`src/rtl/robertsons_multiplier_control.sv`:
```
// Sequential two's-complement multiplier using Robertson's add-and-shift algorithm.
// One ADD and one SHIFT cycle per multiplier bit; the last add becomes a subtract that corrects for the multiplier's sign bit.
module robertsons_multiplier_control #(
    parameter int WIDTH = 8
) (
    input  logic                      clk,
    input  logic                      reset_n,
    input  logic                      start,
    input  logic signed [WIDTH-1:0]   multiplicand,
    input  logic signed [WIDTH-1:0]   multiplier,
    output logic                      busy,
    output logic                      done,
    output logic signed [2*WIDTH-1:0] product
);

    localparam int CW = (WIDTH > 1) ? $clog2(WIDTH) : 1;
    localparam logic [CW-1:0] LAST = CW'(WIDTH - 1);

    typedef enum logic [1:0] {
        IDLE  = 2'd0,
        ADD   = 2'd1,
        SHIFT = 2'd2
    } state_t;

    state_t state, state_nxt;

    logic signed [WIDTH-1:0] x_reg;
    logic signed [WIDTH:0]   acc;
    logic        [WIDTH-1:0] q_reg;
    logic        [CW-1:0]    count;

    logic signed [WIDTH:0]   x_ext;
    logic signed [WIDTH:0]   acc_sh;
    logic        [WIDTH-1:0] q_sh;
    logic                    last_iter;

    // The extra accumulator bit keeps the add/subtract from overflowing.
    function automatic logic signed [WIDTH:0] sext(input logic signed [WIDTH-1:0] v);
        return {v[WIDTH-1], v};
    endfunction

    assign x_ext     = sext(x_reg);
    assign acc_sh    = acc >>> 1;
    assign q_sh      = {acc[0], q_reg[WIDTH-1:1]};
    assign last_iter = (count == LAST);
    assign busy      = (state != IDLE);

    always_ff @(posedge clk or negedge reset_n) begin
        if (!reset_n) begin
            state <= IDLE;
        end else begin
            state <= state_nxt;
        end
    end

    always_comb begin
        state_nxt = state;
        case (state)
            IDLE:    if (start) state_nxt = ADD;
            ADD:     state_nxt = SHIFT;
            SHIFT:   state_nxt = last_iter ? IDLE : ADD;
            default: state_nxt = IDLE;
        endcase
    end

    always_ff @(posedge clk or negedge reset_n) begin
        if (!reset_n) begin
            x_reg   <= '0;
            acc     <= '0;
            q_reg   <= '0;
            count   <= '0;
            product <= '0;
            done    <= 1'b0;
        end else begin
            done <= 1'b0;
            case (state)
                IDLE: begin
                    if (start) begin
                        x_reg <= multiplicand;
                        q_reg <= multiplier;
                        acc   <= '0;
                        count <= '0;
                    end
                end
                ADD: begin
                    if (q_reg[0]) begin
                        acc <= last_iter ? (acc - x_ext) : (acc + x_ext);
                    end
                end
                SHIFT: begin
                    acc   <= acc_sh;
                    q_reg <= q_sh;
                    // The final acc sign bit is redundant: the product always fits 2*WIDTH bits.
                    if (last_iter) begin
                        product <= {acc_sh[WIDTH-1:0], q_sh};
                        done    <= 1'b1;
                    end else begin
                        count <= count + CW'(1);
                    end
                end
                default: ;
            endcase
        end
    end

endmodule
```
`config.mk`:
```
export PLATFORM = sky130hd
export DESIGN_NAME = robertsons_multiplier_control
export DESIGN_NICKNAME = d
export VERILOG_FILES = /design/src/rtl/robertsons_multiplier_control.sv
export SDC_FILE = /design/constraint.sdc
export NUM_CORES = 1
export LEC_CHECK = 0
export ABC_AREA = 1
export CORE_MARGIN = 2
export CORE_UTILIZATION = 55
export DETAILED_ROUTE_END_ITERATION = 8
export GPL_ROUTABILITY_DRIVEN = 0
export PLACE_DENSITY = 0.87
export SKIP_CTS_REPAIR_TIMING = 1
export SYNTH_ARGS = -nofsm -noshare
export SYNTH_HDL_FRONTEND = slang
export SYNTH_SLANG_ARGS = --single-unit
```
`constraint.sdc`:
```
create_clock -name clk -period 3.2 [get_ports clk]
set_input_delay 0.96 -clock clk [delete_from_list [all_inputs] [get_ports clk]]
set_output_delay 0.96 -clock clk [all_outputs]
set_load 0.005 [all_outputs]
```
Word level (Yosys, flattened, before mapping)
Cells that the tools add are included.
{"block": "word_totals", "inputBits": 19, "output_inout_bits": 18, "regBits": 47, "wordCells": 43}
{"block": "op_classes", "add_sub_neg": 3, "bitwise_logic": 1, "n_mux": 14, "reduce_logical": 11, "eq_ne": 6}
{"operator": "$mux W9", "n": 3}
{"operator": "$pmux W9 S3", "n": 1}
{"operator": "$pmux W8 S2", "n": 1}
{"operator": "$add A9 B8 Y9", "n": 1}
{"operator": "$sub A9 B8 Y9", "n": 1}
{"operator": "$mux W8", "n": 1}
{"operator": "$mux W3", "n": 2}
{"operator": "$ne A2 B2 Y1 const B", "n": 3}
{"operator": "$pmux W2 S3", "n": 1}
{"operator": "$pmux W3 S2", "n": 1}
{"operator": "$reduce_and A2 Y1", "n": 3}
{"operator": "$reduce_and A3 Y1", "n": 2}
{"operator": "$reduce_bool A2 Y1", "n": 3}
{"operator": "$reduce_and A4 Y1", "n": 1}
{"operator": "$add A3 B1 Y3 const B", "n": 1}
{"operator": "$eq A3 B3 Y1 const B", "n": 1}
{"operator": "$mux W1", "n": 3}
{"operator": "$reduce_bool A3 Y1", "n": 1}
{"operator": "$eq A2 B1 Y1 const B", "n": 1}
{"operator": "$eq A2 B2 Y1 const B", "n": 1}
{"operator": "$logic_not A2 Y1", "n": 1}
{"operator": "$mux W2", "n": 1}
{"operator": "$not A1 Y1", "n": 1}

Depth between registers and ports, before layout
Gate-level depths: netlist of run 1.
{"block": "depth", "depth_word": 4, "mapped_depth": 18, "depth_no_buf": 18}

Worst setup path before layout of run 1
OpenSTA, ideal clock, no wires.
{"block": "synth_timing", "path_type": "reg2reg", "startpoint": "register count[0]", "endpoint": "register acc[7]", "arrival_time_ns": 2.173, "setup_slack_ns": 0.910, "path_stages_with_launch": 17, "setup_ns": 0.116, "t_required_ns": 3.084, "path_buffers": 1, "synth_period_minus_slack_ns": 2.290, "cell_sequence": "dfrtp_1 -> ha_1 -> ha_1 -> buf_2 -> nor2_1 -> a21oi_1 -> xnor2_1 -> inv_1 -> ha_1 -> nand2_1 -> inv_1 -> a21oi_1 -> nand3b_1 -> nand3_1 -> nand2_1 -> nand2_1 -> nand2_1"}
{"block": "synth_via", "elab_chain_len": 4}
{"element": "start: declaration", "line": "30", "text": "logic [CW-1:0] count;"}
{"element": "start signal: assignment", "line": "98", "text": "count <= count + CW'(1);"}
{"element": "$eq A3 B3 Y1", "line": "45", "text": "assign last_iter = (count == LAST);"}
{"element": "$mux W9", "line": "87", "text": "acc <= last_iter ? (acc - x_ext) : (acc + x_ext);"}
{"element": "$mux W9", "line": "86", "text": "if (q_reg[0]) begin"}
{"element": "$pmux W9 S3", "line": "76", "text": "case (state)"}
{"element": "end signal: assignment", "line": "87"}
{"element": "end signal: assignment", "line": "91", "text": "acc <= acc_sh;"}
{"element": "end: declaration", "line": "28", "text": "logic signed [WIDTH:0] acc;"}
Every way passes these cells. The select of a mux whose other input is x is not followed.
A chain may end at the register's enable or synchronous reset.

Final worst setup path of run 1
{"block": "layout_timing", "startpoint": "register state[0]", "endpoint": "output busy"}
{"block": "layout_via", "elab_chain_len": 1}
{"element": "start: declaration", "line": "25", "text": "state_t state, state_nxt;"}
{"element": "start signal: assignment", "line": "52", "text": "state <= state_nxt;"}
{"element": "$reduce_bool A2 Y1", "line": "46", "text": "assign busy = (state != IDLE);"}
{"element": "end: declaration", "line": "11", "text": "output logic busy,"}
Every way passes these cells.

==> qor.yml, run 1 <==
grt_pass1_vias: 2133
slew_violations: 0
p_leak_nw: 1.55
port_buffers: 36
crit-reg2reg-launch: "count[0]$_DFFE_PN0P_"
peakVddDrop_mv: 0.451
hold_viol: 0
synth-edff-count: 0
synth.yosys.seq_area_share_pct: 44.5
ctsHtreeMaxLevel: 2
cp_data_arrival_time_ns: 1.63
root_buffer: "clkbuf_8"
top_register: "product"
period_needed_ns: 2.59
synth_cells: 327
initial_core_util_pct: 56.3
grt_first_pass_wirelength_um: 9450
rows: 25
clkPwrFrac_pct: 14.1
worstSetupStartpointType: "flop"
dp.final_hpwl_um: 3950
critPathMaxFanout: 4
outcome: "finished, final reports clean"
synth-async-reset-ratio_pct: 100
final.fill_count: 384
grt_max_degree: 34
ios: 37
max_cap_viol_count: 0
top_regs: "product: 16 flops, acc: 9 flops"
dieArea_mm2: 0.00538
layout-drive-gt1-share_pct: 7.95
tightest_slew_ns: 0.475
antenna_found_initial: 0
skew_ns: 0.00701
cts_tree: "built"
required_ns: 2.24
slew_headroom_pct: 68.0
syn_area_per_cell_um2: 8.08
min_path_type: "reg -> reg"
setup.worst_path.class: "reg -> out"
synth_seq_cells: 47
pwr-share-comb_pct: 54.2
grt_util_all_layers_pct: 22.6
fin_crit_sh_pct: 81.0
drt-total-wl_um: 5290
setup_viol: 0
clk_pin_slew_ns: 0.08
end_kind: "output port"
grt-ovfl-total: 0
max_freq_mhz: 386
clockBufferDepth: 2
finalWorstSetupSlack_ns: 0.608
diodes: 0
crit_start: "state[0]$_DFFE_PN0N_"
drtPass1Iterations: 4
cellPowerDensity_mw_per_mm2: 890
die_y_um: 73.3
synth_cell_types: 34
cts_sinks: 47
vias: 2203
swShare_pct: 45.3
p_int_w: 0.00153
synthToLayoutAreaGrowth_pct: 18.6
drtIter0Drc: 169
synth_ff_type: "dfrtp_1"
yosys_warnings: 0
hold_ws_ns: 0.482
tns_ns: 0
drc: 0
core_area_mm2: 0.00469
cts_buffers: 5
final_antenna_net_count: 0
largest_register_ffs: 16
fp.dieW_um: 73.3
clock_latency_ns: 0.30
nets: 399
min_from: "product[13]$_DFFE_PN0P_"
viasPerCell: 5.26
rsz0062_at_grt: "no"
synth_nets: 362
multi_input_area_mm2: 0.00123
switchingPower_w: 0.00126
p_seq_share_pct: 31.8
ff_latch_area_mm2: 0.00118
wl_per_cell_um: 12.6
synth_area_mm2: 0.00264
place_ws_ns: 0.761
-- area by class of cell --
class                   instances  share of cell area [%]
multi-input cells             223                    39.1
flip-flops and latches         47                    37.5
repair buffers                 39                    12.0
inverters                      48                    5.90
clock buffers                   7                    3.07
well taps                      54                    2.15
clock inverters                 1                   0.239
-- cells by family (layout without fill, tap and decap cells) --
logic type / count (synthesis) / after routing / synth area share [%]
AOI/OAI and AO/OA: 71 / 71 / 15.9
xor gates and xnor gates: 5 / 5 / 1.66
adders and majority gates: 16 / 16 / 7.86
buffers and inverters: 57 / 95 / 9.13
DFF: 47 / 47 / 44.5
and+or+nand+nor: 131 / 131 / 21.0
-- power groups by stage --
stage,Combinational (W),Clock (W),Sequential [W]
4_1_cts,0.00151,0.000400,0.000887
5_1_grt,0.00173,0.000418,0.000907
2_1_floorplan,0.00117,0,0.000868
3_5_place_dp,0.00149,0,0.000897
6_report,0.00151,0.000393,0.000886
3_3_place_gp,0.00143,0,0.000888
-- path summary, 6_finish.rpt --
| kind | end | cells past startpoint | slack, ns |
|---|---|---|---|
| min reg2reg | product[13]$_DFFE_PN0P_ | 2 | 0.48 |
| min in group asynchronous | x_reg[1]$_DFFE_PN0P_ | 1 | 0.55 |
| max reg2reg | acc[8]$_DFFE_PN0P_ | 15 | 0.70 |
| max | busy | 4 | 0.61 |
| min | product[13]$_DFFE_PN0P_ | 2 | 0.48 |
| max in group asynchronous | product[14]$_DFFE_PN0P_ | 2 | 1.91 |
-- routing by layer --
metal	vias to the layer above	part of all wire, %	global-route usage [%]
li1	1135	-	-
met1	1003	47	29.2
met2	53	46	37.1
met3	12	4.6	4.25
met4	0	2.0	9.90
met5	-	0	0
-- synthesized netlist by cell type (2+ instances only) --
master	n	area (um2)
nand3b_1	2	15.0
nand2_1	100	375
o21ai_1	7	35.0
o22ai_1	2	12.5
nand4_1	3	18.8
inv_1	41	154
xor2_1	4	35.0
o21ai_0	31	155
inv_2	6	22.5
nand3_1	9	45.0
buf_2	3	15.0
nor2_1	11	41.3
nand3_2	2	20.0
a32o_1	2	20.0
a21oi_1	11	55.1
dfrtp_1	47	1180
a31oi_1	2	12.5
o211ai_1	7	52.6
o21ai_2	5	43.8
ha_1	15	188
buf_6	2	22.5
clkbuf_1	3	11.3
-- worst max-delay path, stage by stage (launching register included) --
cell             delay, ns
dfrtp_1               0.39
inv_1                 0.09
ha_1                  0.27
inv_2                 0.10
clkdlybuf4s50_1       0.50
-- metrics by stage --
step                      total power (W)  utilization [%]  instance area, um2  cells
after floorplan                   0.00204                -                2640    327
after global placement            0.00232             64.6                3030    411
after detailed placement          0.00239             64.6                3030    411
after CTS                         0.00279             66.9                3140    419
after global routing              0.00306             66.9                3140    419
final                             0.00279             66.9                3140    419
-- cells in the final DEF, fill, tap and decap left out, types with 2 or more instances in the layout --
master | Yosys | layout
nand3_2 | 2 | 2
nor2_1 | 11 | 11
a21oi_1 | 11 | 11
clkdlybuf4s50_1 | 0 | 35
inv_1 | 41 | 41
o22ai_1 | 2 | 2
o21ai_2 | 5 | 5
nand4_1 | 3 | 3
clkbuf_8 | 0 | 7
inv_2 | 6 | 6
nand3_1 | 9 | 9
buf_4 | 1 | 3
ha_1 | 15 | 15
a31oi_1 | 2 | 2
o21ai_1 | 7 | 7
xor2_1 | 4 | 4
nand2_1 | 100 | 100
dfrtp_1 | 47 | 47
o21ai_0 | 31 | 31
nand3b_1 | 2 | 2
a32o_1 | 2 | 2
o211ai_1 | 7 | 7
No activity file was read; power rests on OpenSTA's default activity.
==> run 2, diff against run 1 <==
==> constraint.sdc (replaced) <==
create_clock -name clk -period 2.66 [get_ports clk]
set_input_delay 0.798 -clock clk [delete_from_list [all_inputs] [get_ports clk]]
set_output_delay 0.798 -clock clk [all_outputs]
set_load 0.005 [all_outputs]
==> run 2 against run 1 <==
Net effect: combinational power up 23%; clock power rose by 11%; global-route usage is 0.20 points lower; die area stayed put; hold slack worse by 0.0020 ns; critical path depth is the same; worst setup slack lost 0.39 ns; highest routed layer unchanged.
==> qor.yml, run 2 (synthesis gave the netlist of run 1 again) <==
swShare_pct: 46.5  # +1.2 points
crit_buf_inv: 3  # unchanged
outcome: "finished, final reports clean"
setup.worst_path.class: "reg -> out"
top_regs: "product: 16 flops, acc: 9 flops"
slew_headroom_pct: 62.2  # -5.7 points
switchingPower_w: 0.00156  # +23%
crit_family: "buffers and inverters"
ios: 37  # unchanged
dieArea_mm2: 0.00538  # unchanged
cts_buffers: 5  # unchanged
fp.dieW_um: 73.3  # unchanged
p_seq_share_pct: 31.8  # about the same
min_path_type: "reg -> reg"
layout.cells.most_common_list: "100 x nand2_1, 47 x dfrtp_1, 41 x inv_1"
p_int_w: 0.00179  # +17%
pwr-share-comb_pct: 55.2  # +1.0 points
hold_ws_ns: 0.480  # -0.00195 ns
finalWorstSetupSlack_ns: 0.216  # -0.392 ns
critical_path.cell_chain: "inv_1 > ha_1 > inv_2 > clkdlybuf4s50_1"
core_area_mm2: 0.00469  # unchanged
grt_first_pass_wirelength_um: 9400  # -0.52%
port_buffers: 36  # unchanged
wl_per_cell_um: 12.7  # +0.74%
peakVddDrop_mv: 0.533  # +18%
drc: 0  # unchanged
setup_viol: 0  # unchanged
cpPeakStageDelay_ns: 0.50  # about the same
synthToLayoutAreaGrowth_pct: 18.4
slew_violations: 0  # unchanged
die_y_um: 73.3  # unchanged
skew_ns: 0.00743  # +0.000420 ns
drtPass1Iterations: 4  # unchanged
grt_max_degree: 48  # +41%
cts_sinks: 47  # unchanged
antenna_found_initial: 0  # unchanged
ctsHtreeMaxLevel: 2  # unchanged
critPathMaxFanout: 4  # unchanged
finalPower_w: 0.00335  # +20%
cellPowerDensity_mw_per_mm2: 1070  # +20%
p_leak_nw: 1.54  # -0.35%
max_cap_viol_count: 0  # unchanged
root_buffer: "clkbuf_8"
clkPwrFrac_pct: 13.0  # -1.1 points
layout-drive-gt1-share_pct: 8.77  # +0.82 points
largest_register_ffs: 16  # unchanged
dp.final_hpwl_um: 3870  # -2.0%
place_ws_ns: 0.234  # -0.528 ns
diodes: 0  # unchanged
tns_ns: 0  # unchanged
grt-ovfl-total: 0  # unchanged
placed_cells: 411  # unchanged
grt_util_all_layers_pct: 22.4  # -0.20 points
nets: 399  # unchanged
final_antenna_net_count: 0  # unchanged
fin_crit_sh_pct: 91.9
period_needed_ns: 2.44
required_ns: 1.86  # -0.38 ns
crit_slowest_cell: "clkdlybuf4s50_1"
instances_no_fill: 419  # unchanged
grt_pass1_vias: 2181  # +2.3%
mostFrequentLayoutCell: "nand2_1"
vias: 2238  # +1.6%
top_register: "product"
rows: 25  # unchanged
viasPerCell: 5.34  # +1.6%
hold_viol: 0  # unchanged
cp_data_arrival_time_ns: 1.65  # +0.02 ns
clockBufferDepth: 2  # unchanged
initial_core_util_pct: 56.3  # unchanged
max_freq_mhz: 409
cts_tree: "built"
clock_latency_ns: 0.31  # about the same
end_kind: "output port"
worstSetupStartpointType: "flop"
rsz0062_at_grt: "yes"
clk_pin_slew_ns: 0.09  # about the same
drt-total-wl_um: 5330  # +0.74%
tightest_slew_ns: 0.566  # +0.0911 ns
drtIter0Drc: 151  # -11%
[run 2: worst paths after layout]
check,depth (start not counted),from,slack (ns),endpoint
setup / recovery,4,state[0]$_DFFE_PN0N_,0.22,busy
hold / removal,2,product[13]$_DFFE_PN0P_,0.48,product[13]$_DFFE_PN0P_
setup reg to reg,15,count[0]$_DFFE_PN0P_,0.23,acc[6]$_DFFE_PN0P_
hold reg to reg,2,product[13]$_DFFE_PN0P_,0.48,product[13]$_DFFE_PN0P_
max in group asynchronous,2,reset_n,1.71,acc[6]$_DFFE_PN0P_
min in group asynchronous,2,reset_n,0.56,product[0]$_DFFE_PN0P_
[run 2: metrics by stage]
step                      utilization [%]  cell area (um2)
final                                66.7             3130
after global routing                 66.7             3130
after CTS                            66.5             3120
after detailed placement             64.6             3030
after global placement               64.6             3030
after floorplan                         -             2640
[run 2: area by class of cell]
| cell class | count | area, um2 |
|---|---|---|
| Clock buffer | 5 | 68.8 |
| Inverter | 48 | 185 |
| Tap cell | 54 | 67.6 |
| Clock inverter | 3 | 18.8 |
| Timing Repair Buffer | 39 | 378 |
| Multi-Input combinational cell | 223 | 1230 |
| Fill cell | 372 | 1560 |
| Sequential cell | 47 | 1180 |
[run 2: metal layers]
| metal | routed length (um) | vias up | part of all wire, % | GRT usage [%] |
|---|---|---|---|---|
| met5 | 0 | - | 0 | 0 |
| met4 | 136 | 0 | 2.6 | 10.5 |
| met3 | 273 | 14 | 5.1 | 4.94 |
| met2 | 2490 | 70 | 47 | 36.1 |
| met1 | 2430 | 1017 | 46 | 28.8 |
| li1 | - | 1137 | - | - |
[run 2: worst min-delay path: stages, from the launching register on]
cell and delay, ns:
dfrtp_1 0.35, nand2_1 0.05, nand2_1 0.05
[run 2: power groups by stage]
stage / registers, W / clock network [W] / logic [W]
after detailed placement: 0.00108 / 0 / 0.00178
final: 0.00107 / 0.000435 / 0.00185
after floorplan: 0.00104 / 0 / 0.00141
after global routing: 0.00109 / 0.000474 / 0.00210
after global placement: 0.00107 / 0 / 0.00171
after CTS: 0.00106 / 0.000437 / 0.00182
==> run 3, diff against run 2 <==
--- a/config.mk
+++ b/config.mk
@@ -12,6 +12,7 @@
 export GPL_ROUTABILITY_DRIVEN = 0
 export PLACE_DENSITY = 0.87
 export SKIP_CTS_REPAIR_TIMING = 1
+export SKIP_LAST_GASP = 1
 export SYNTH_ARGS = -nofsm -noshare
 export SYNTH_HDL_FRONTEND = slang
 export SYNTH_SLANG_ARGS = --single-unit
==> results of run 3 <==
The final DEF is identical to that of run 2; final timing and power are the same.
